File: src/rtl/load_store_unit_if.sv
// Core-side request/response and data-memory bus signals of the load/store unit.
// master: the LSU's view; slave: the environment (control unit, ALU, memory).
interface load_store_unit_if;
    logic        req_valid;
    logic        MemRW;
    logic [1:0]  WSel;
    logic [2:0]  RSel;
    logic [31:0] addr;
    logic [31:0] wdata;
    logic [31:0] rdata;
    logic        done;
    logic        stall;
    logic        misaligned;
    logic        bus_req;
    logic        bus_we;
    logic [31:0] bus_addr;
    logic [3:0]  bus_be;
    logic [31:0] bus_wdata;
    logic [31:0] bus_rdata;
    logic        bus_ack;

    modport master (
        input  req_valid, MemRW, WSel, RSel, addr, wdata, bus_rdata, bus_ack,
        output rdata, done, stall, misaligned, bus_req, bus_we, bus_addr, bus_be, bus_wdata
    );

    modport slave (
        output req_valid, MemRW, WSel, RSel, addr, wdata, bus_rdata, bus_ack,
        input  rdata, done, stall, misaligned, bus_req, bus_we, bus_addr, bus_be, bus_wdata
    );
endinterface

File: src/rtl/load_store_unit.sv
// Multi-cycle load/store sequencer: one byte-lane bus access per request, PC stall until done.
// Define LSU_TIMEOUT_EN to abort a bus access after TIMEOUT_CYCLES cycles without ack.
module load_store_unit #(
    parameter int TIMEOUT_CYCLES = 255
) (
    input logic               clk,
    input logic               rst,
    load_store_unit_if.master lsu
);
    typedef enum logic [1:0] {S_IDLE, S_BUS, S_DONE, S_ERR} state_t;

    state_t      r_state;
    state_t      w_next;
    logic [1:0]  w_size;
    logic        w_bad;
    logic        w_timeout;
    logic [31:0] r_addr;
    logic [1:0]  r_off;
    logic        r_we;
    logic [3:0]  r_be;
    logic [31:0] r_wdata;
    logic [2:0]  r_rsel;
    logic [31:0] r_rdata;

    // Access size code: 0 byte, 1 half, 2 word, 3 illegal
    function automatic logic [1:0] load_size(input logic [2:0] rsel);
        case (rsel)
            3'b000, 3'b100: load_size = 2'd0;
            3'b010, 3'b101: load_size = 2'd1;
            3'b011:         load_size = 2'd2;
            default:        load_size = 2'd3;
        endcase
    endfunction

    function automatic logic [3:0] lane_be(input logic [1:0] size, input logic [1:0] off);
        case (size)
            2'd0:    lane_be = 4'b0001 << off;
            2'd1:    lane_be = 4'b0011 << off;
            default: lane_be = 4'b1111;
        endcase
    endfunction

    function automatic logic [31:0] lane_wdata(input logic [1:0] size, input logic [31:0] wd);
        case (size)
            2'd0:    lane_wdata = {4{wd[7:0]}};
            2'd1:    lane_wdata = {2{wd[15:0]}};
            default: lane_wdata = wd;
        endcase
    endfunction

    function automatic logic [31:0] load_extend(input logic [2:0] rsel, input logic [1:0] off,
                                                input logic [31:0] word);
        logic [31:0]        lane;
        logic signed [7:0]  s8;
        logic signed [15:0] s16;
        lane = word >> {off, 3'b000};
        s8   = signed'(lane[7:0]);
        s16  = signed'(lane[15:0]);
        case (rsel)
            3'b000:  load_extend = unsigned'(32'(s8));
            3'b010:  load_extend = unsigned'(32'(s16));
            3'b100:  load_extend = {24'd0, lane[7:0]};
            3'b101:  load_extend = {16'd0, lane[15:0]};
            default: load_extend = lane;
        endcase
    endfunction

    assign w_size = lsu.MemRW ? lsu.WSel : load_size(lsu.RSel);
    assign w_bad  = (w_size == 2'd3)
                  || ((w_size == 2'd1) && lsu.addr[0])
                  || ((w_size == 2'd2) && (lsu.addr[1:0] != 2'b00));

`ifdef LSU_TIMEOUT_EN
    localparam int CNT_W = $clog2(TIMEOUT_CYCLES + 1);
    logic [CNT_W-1:0] r_cnt;

    assign w_timeout = (r_cnt == CNT_W'(TIMEOUT_CYCLES - 1));

    // Held at zero outside BUS so every bus access starts counting from zero
    always_ff @(posedge clk or posedge rst) begin
        if (rst) begin
            r_cnt <= '0;
        end else if (r_state != S_BUS) begin
            r_cnt <= '0;
        end else if (!lsu.bus_ack) begin
            r_cnt <= r_cnt + 1'b1;
        end
    end
`else
    assign w_timeout = 1'b0;
`endif

    always_ff @(posedge clk or posedge rst) begin
        if (rst) begin
            r_state <= S_IDLE;
        end else begin
            r_state <= w_next;
        end
    end

    always_comb begin
        w_next = r_state;
        case (r_state)
            S_IDLE: begin
                if (lsu.req_valid) begin
                    w_next = w_bad ? S_ERR : S_BUS;
                end
            end
            S_BUS: begin
                if (lsu.bus_ack) begin
                    w_next = S_DONE;
                end else if (w_timeout) begin
                    w_next = S_ERR;
                end
            end
            default: w_next = S_IDLE;
        endcase
    end

    // Request capture: bus-side values are precomputed here so BUS drives pure registers
    always_ff @(posedge clk) begin
        if ((r_state == S_IDLE) && lsu.req_valid) begin
            r_addr  <= {lsu.addr[31:2], 2'b00};
            r_off   <= lsu.addr[1:0];
            r_we    <= lsu.MemRW;
            r_be    <= lane_be(w_size, lsu.addr[1:0]);
            r_wdata <= lane_wdata(w_size, lsu.wdata);
            r_rsel  <= lsu.RSel;
        end
    end

    always_ff @(posedge clk or posedge rst) begin
        if (rst) begin
            r_rdata <= '0;
        end else if ((r_state == S_BUS) && lsu.bus_ack && !r_we) begin
            r_rdata <= load_extend(r_rsel, r_off, lsu.bus_rdata);
        end
    end

    assign lsu.bus_req    = (r_state == S_BUS);
    assign lsu.bus_we     = (r_state == S_BUS) && r_we;
    assign lsu.bus_addr   = (r_state == S_BUS) ? r_addr : 32'd0;
    assign lsu.bus_be     = (r_state == S_BUS) ? r_be : 4'd0;
    assign lsu.bus_wdata  = (r_state == S_BUS) ? r_wdata : 32'd0;
    assign lsu.rdata      = r_rdata;
    assign lsu.done       = (r_state == S_DONE) || (r_state == S_ERR);
    assign lsu.misaligned = (r_state == S_ERR);
    assign lsu.stall      = lsu.req_valid && (r_state != S_DONE) && (r_state != S_ERR);
endmodule

File: src/flat_wrapper.sv
// flat-port wrapper written by rule: the top's interface ports become plain ports
module load_store_unit_flat 
#(
    parameter int TIMEOUT_CYCLES = 255
)
  (clk, rst, lsu_req_valid, lsu_MemRW, lsu_WSel, lsu_RSel, lsu_addr, lsu_wdata, lsu_bus_rdata, lsu_bus_ack, lsu_rdata, lsu_done, lsu_stall, lsu_misaligned, lsu_bus_req, lsu_bus_we, lsu_bus_addr, lsu_bus_be, lsu_bus_wdata);
  load_store_unit_if lsu_i ();
  input logic clk;
  input logic rst;
  input wire logic [$bits(lsu_i.req_valid)-1:0] lsu_req_valid;
  input wire logic [$bits(lsu_i.MemRW)-1:0] lsu_MemRW;
  input wire logic [$bits(lsu_i.WSel)-1:0] lsu_WSel;
  input wire logic [$bits(lsu_i.RSel)-1:0] lsu_RSel;
  input wire logic [$bits(lsu_i.addr)-1:0] lsu_addr;
  input wire logic [$bits(lsu_i.wdata)-1:0] lsu_wdata;
  input wire logic [$bits(lsu_i.bus_rdata)-1:0] lsu_bus_rdata;
  input wire logic [$bits(lsu_i.bus_ack)-1:0] lsu_bus_ack;
  output wire logic [$bits(lsu_i.rdata)-1:0] lsu_rdata;
  output wire logic [$bits(lsu_i.done)-1:0] lsu_done;
  output wire logic [$bits(lsu_i.stall)-1:0] lsu_stall;
  output wire logic [$bits(lsu_i.misaligned)-1:0] lsu_misaligned;
  output wire logic [$bits(lsu_i.bus_req)-1:0] lsu_bus_req;
  output wire logic [$bits(lsu_i.bus_we)-1:0] lsu_bus_we;
  output wire logic [$bits(lsu_i.bus_addr)-1:0] lsu_bus_addr;
  output wire logic [$bits(lsu_i.bus_be)-1:0] lsu_bus_be;
  output wire logic [$bits(lsu_i.bus_wdata)-1:0] lsu_bus_wdata;
  assign lsu_i.req_valid = lsu_req_valid;
  assign lsu_i.MemRW = lsu_MemRW;
  assign lsu_i.WSel = lsu_WSel;
  assign lsu_i.RSel = lsu_RSel;
  assign lsu_i.addr = lsu_addr;
  assign lsu_i.wdata = lsu_wdata;
  assign lsu_i.bus_rdata = lsu_bus_rdata;
  assign lsu_i.bus_ack = lsu_bus_ack;
  assign lsu_rdata = lsu_i.rdata;
  assign lsu_done = lsu_i.done;
  assign lsu_stall = lsu_i.stall;
  assign lsu_misaligned = lsu_i.misaligned;
  assign lsu_bus_req = lsu_i.bus_req;
  assign lsu_bus_we = lsu_i.bus_we;
  assign lsu_bus_addr = lsu_i.bus_addr;
  assign lsu_bus_be = lsu_i.bus_be;
  assign lsu_bus_wdata = lsu_i.bus_wdata;
  load_store_unit #(.TIMEOUT_CYCLES(TIMEOUT_CYCLES)) u_core (.clk(clk), .rst(rst), .lsu(lsu_i));
endmodule
File: config.mk
export PLATFORM = sky130hd
export DESIGN_NAME = load_store_unit_flat
export DESIGN_NICKNAME = d
export VERILOG_FILES = /design/src/rtl/load_store_unit_if.sv /design/src/rtl/load_store_unit.sv /design/src/flat_wrapper.sv
export SDC_FILE = /design/constraint.sdc
export NUM_CORES = 1
export LEC_CHECK = 0
export BUFFER_PORTS_ARGS = -buffer_cell sky130_fd_sc_hd__buf_2
export CAP_MARGIN = 10
export CORE_AREA = 2 2 138 140
export CTS_BUF_LIST = sky130_fd_sc_hd__clkbuf_4
export DETAILED_ROUTE_END_ITERATION = 8
export DIE_AREA = 0 0 140 142
export GPL_TIMING_DRIVEN = 1
export PLACE_DENSITY = 0.62
export SETUP_SLACK_MARGIN = 0.15
export SLEW_MARGIN = 20
export SYNTH_ARGS = -nofsm -noshare
export SYNTH_HDL_FRONTEND = slang
export SYNTH_SLANG_ARGS = --single-unit
File: constraint.sdc
create_clock -name clk -period 2.7 [get_ports clk]
set_input_delay 0.405 -clock clk [delete_from_list [all_inputs] [get_ports clk]]
set_output_delay 0.405 -clock clk [all_outputs]
set_load 0.01 [all_outputs]
### Word-level counts from Yosys, hierarchy flattened

Cells that the tools add are included.

| word-level totals | value |
|---|---|
| bits in registers | 106 |
| bits of input ports | 106 |
| output and inout port bits | 105 |
| word-level logic and storage cells | 60 |

| cells by class | value |
|---|---|
| eq/ne operators | 17 |
| shifts and indexed selects | 3 |
| multiplexer cells | 12 |
| reduce and logical (&&, ||, !) cells | 20 |

Operators with widths:

| operator | number |
|---|---|
| $pmux 32 s4 | 1 |
| $mux 32 | 2 |
| $pmux 32 s2 | 1 |
| $shr 32x5->32 | 1 |
| $eq 3x3->1 const B | 4 |
| $eq 3x2->1 const B | 3 |
| $eq 2x2->1 const B | 4 |
| $logic_and 1x1->1 | 8 |
| $mux 2 | 4 |
| $ne 2x2->1 const B | 4 |
| $pmux 4 s2 | 1 |
| $logic_not 3->1 | 2 |
| $pmux 2 s3 | 1 |
| $eq 2x1->1 const B | 2 |
| $logic_not 2->1 | 2 |
| $mux 4 | 1 |
| $pmux 2 s2 | 1 |
| $reduce_or 2->1 | 2 |
| $shl 1x2->4 const A | 1 |
| $shl 2x2->4 const A | 1 |
| $logic_or 1x1->1 | 3 |
| $reduce_and 2->1 | 1 |
| $reduce_bool 2->1 | 1 |
| $logic_not 1->1 | 1 |

### Depth between registers and ports, before layout

| depth | value |
|---|---|
| depth in word-level cells | 11 |
| gate-level depth with buffers | 6 |

### Worst setup path before layout

OpenSTA, ideal clock, no wires.

| path | value |
|---|---|
| path type | input to register |
| from | input port lsu_req_valid |
| to | register u_core.r_addr[10] (enable) |
| setup time | 0.426 ns |
| arrival time | 2.190 ns |
| path slack | 0.084 ns |
| stages on the path | 3 |
| path buffers | 0 |
| cell sequence | nor2b_1 > nand2b_1 > inv_1 |

| between the ends | value |
|---|---|
| word-level cells in the longest chain between the ends | 1 |

Ends and longest elaborated chain:

| item | RTL line | text |
|---|---|---|
| from (decl) | flat_wrapper.sv:10 | `input wire logic [$bits(lsu_i.req_valid)-1:0] lsu_req_valid;` |
| $logic_and 1x1->1 | load_store_unit.sv:122 | `if ((r_state == S_IDLE) && lsu.req_valid) begin` |
| to (signal assigned) | load_store_unit.sv:123 | `r_addr <= {lsu.addr[31:2], 2'b00};` |
| to (decl) | load_store_unit.sv:17 | `logic [31:0] r_addr;` |

No other way between the ends.
A chain may end at the register's enable or synchronous reset.

### Final worst setup path

| path | value |
|---|---|
| from | register u_core.r_state[1] |
| to | output port lsu_bus_wdata[27] |

| between the ends | value |
|---|---|
| word-level cells in the longest chain between the ends | 2 |

Ends and longest elaborated chain:

| item | RTL line | text |
|---|---|---|
| from (decl) | load_store_unit.sv:12 | `state_t r_state;` |
| from (signal assigned) | load_store_unit.sv:97 | `r_state <= w_next;` |
| $eq 2x1->1 | load_store_unit.sv:144 | `assign lsu.bus_wdata = (r_state == S_BUS) ? r_wdata : 32'd0;` |
| $mux 32 | load_store_unit.sv:144 |  |
| to (decl) | flat_wrapper.sv:26 | `output wire logic [$bits(lsu_i.bus_wdata)-1:0] lsu_bus_wdata;` |

No other way between the ends.

==> metrics <==
Yosys top cell by area edfxtp_1; Layout area overhead 29.0%; DPL Wire Length 10.4 mm; Cell Area, Placed 6410 um2; overall routing resource usage 14.0%; status finished, violations left; worst skew pair latency 0.49 ns; synthesized cell area between 5000 and 6000 um2; Pins Over Slew Limit 0; CTS tree yes; CTS H-Tree Depth 3; initial antenna violation count 1; Max Root-Sink Buffers 2; fin area roughly 6500 um2; Pwr Density 877 nW/um2; Final Instance Count excl. Fillers 852; crit end category output pin; Slew HR roughly 44%; Die ar. 19900 um2; commonest non-fill, non-tap cell in the layout buf_2; Startpoint Class register; MaxCap Viol Count 0; Iter 0 DRT Violations roughly 180; Worst Hold Launch lsu_addr[12]; Logic pwr share 42.3%; grt ovf 0; Synth Warn # 0; clock sink count 106; Post-CTS Hold Fix Bufs 1; Max FO, Critical Path 41; pin count of the biggest net entering global routing 42; r2r worst-path depth 5; Seq/Total Area, Yosys 59.4%; FFs w/ async S/R, synth about a third; failing checks design-rule violations; Post-Synthesis Cells 403; Yosys reg bits 106; Worst-Margin Slew 0.832 ns; worst hold endpoint u_core.r_addr[12]; Post-synth EDFFs 72; top post-synthesis cells by area edfxtp_1, dfrtp_1, and2_1; # DRC 15; P_leak 0.00291 uW; chip width ~140 um; switching power total 2150 uW; Critical Path RT 2.30 ns; placed cells 834; IO Port Bufs roughly 210; row count 50; Starting Density 27.5%; reg2reg setup slack 0.70 ns; Critical Path AT 1.77 ns; total CTS buffers 9; Switching Fraction 37.4%; gp weighted congestion 0.824; fin nets 718; Final period util 80.5%; achievable frequency approximately 460 MHz; Die Span Y 142 um; vias in the first global route 3904; path type of the worst setup path reg2out; maximum VDD drop 0.353 mV; r2r endpoint u_core.lsu.rdata[13]; global-route wire length before repair 21.4 mm; Final Hold Vio Count 0; Syn Area/Cell 12.6 um2; commonest cells after routing, fill and taps aside buf_2, and2_1, edfxtp_1; Synth cell types 36; Hold Path Depth 1; post-synth top area share 42.6%; Total Neg Setup Slack 0 ns; power share of the clock group 13.6%; core area ~18000 um2; postcts setup bufs 0; clk root buf clkbuf_4; IO Count approximately 210; RSZ-0062 raised after global routing false; Resize count post-CTS 0; layout cells sized above 1 47.2%; Fill cells 1865; crit path time final 2.17 ns; DRT Wirelength between 10 and 15 mm; final setup fails 0; Worst R2R Start u_core.r_off[1]; DR WL/cell 16.3 um; total iterations of the first detailed-routing run 9; Via-to-Cell Ratio 4.56; Fin Clk Skew ~0.033 ns; clock-pin slew on the worst setup and hold paths 0.19 ns; min-delay worst type in2reg; prevailing post-synth register cell edfxtp_1; Antenna Nets Post-Route 0; proportion of power drawn by flip-flops and latches 44.0%; P_int roughly 3600 uW; total number of vias 3886
## kinds of logic (layout without fill, tap and decap cells)
family	count (synthesis)	in the layout	synth area share (%)
DFF	106	106	59.4
muxes	53	53	11.5
other	1	3	0.0739
and+or+nand+nor	144	144	15.9
AOI/OAI and AO/OA	67	67	9.91
buffers and inverters	32	245	3.28
## final cells by class
type | count | area (um2) | area share, %
timing repair buffer | 223 | 1180 | 18.0
tap | 234 | 293 | 4.47
multi-input combinational | 266 | 1910 | 29.1
inverter | 6 | 26.3 | 0.401
clock inverter | 7 | 58.8 | 0.898
sequential | 106 | 3010 | 46.0
clock buffer | 9 | 67.6 | 1.03
antenna | 1 | 2.50 | 0.0382
## how the worst max path moves through the flow
stage / start / endpoint / slack (ns) / cells after the start
after floorplan: lsu_req_valid / u_core.r_addr[10] / 0.53 / 3
after global placement: lsu_RSel[2] / u_core.r_wdata[15] / 0.75 / 5
after detailed placement: lsu_RSel[2] / u_core.r_wdata[15] / 0.72 / 5
after CTS: u_core.r_state[1] / lsu_bus_wdata[31] / 0.42 / 4
after global routing: u_core.r_state[1] / lsu_bus_wdata[9] / 0.33 / 4
final: u_core.r_state[1] / lsu_bus_wdata[27] / 0.53 / 4
## metrics by stage
step | util [%] | hold slack [ns] | setup slack (ns) | total power, uW
finish | 35.5 | 0.0776 | 0.526 | 5740
global route | 35.5 | 0.00496 | 0.325 | 6130
CTS | 35.5 | 0.0164 | 0.419 | 5830
detailed placement | 34.7 | 0.494 | 0.715 | 5030
global placement | 34.7 | 0.489 | 0.754 | 4990
floorplan | - | 0.504 | 0.534 | 3950
## cells in the mapped netlist, types with 3 or more instances
cell type	instances
inv_1	6
mux2i_1	27
o22a_2	17
nand2_1	4
o21ai_0	11
nor2_1	35
clkbuf_1	15
edfxtp_1	72
mux2_2	24
buf_4	3
dfrtp_1	34
nand2b_1	3
nor2b_1	10
and2_1	83
a21oi_1	23
buf_2	3
a211oi_1	8
## metal layers
layer / global-route usage [%] / vias up / wire, um
met5: 0 / - / 0
met4: 5.42 / 0 / 258
met3: 5.69 / 18 / 1600
met2: 21.9 / 213 / 6290
met1: 17.3 / 1815 / 5770
li1: - / 1840 / -
## power groups by stage
stage | clock network, uW | logic, uW | registers (uW)
finish | 783 | 2430 | 2530
global route | 882 | 2660 | 2590
CTS | 830 | 2470 | 2530
detailed placement | 0 | 2450 | 2570
global placement | 0 | 2430 | 2560
floorplan | 0 | 1310 | 2640
## critical path, cell delays in order, from the launching register on
cell and delay, ns:
dfrtp_1 0.47, nor2b_4 0.14, buf_4 0.33, and2_1 0.19, buf_2 0.15
## registers in the layout, indices dropped and copies added, names as in the netlist
| name | flops |
|---|---|
| u_core.r_we | 1 |
| u_core.r_wdata | 32 |
| u_core.r_off | 2 |
| u_core.r_rsel | 3 |
| u_core.r_state | 2 |
| u_core.r_addr | 30 |
| u_core.lsu.rdata | 32 |
| u_core.r_be | 4 |
Note: power is estimated with default switching activity, not from simulation.
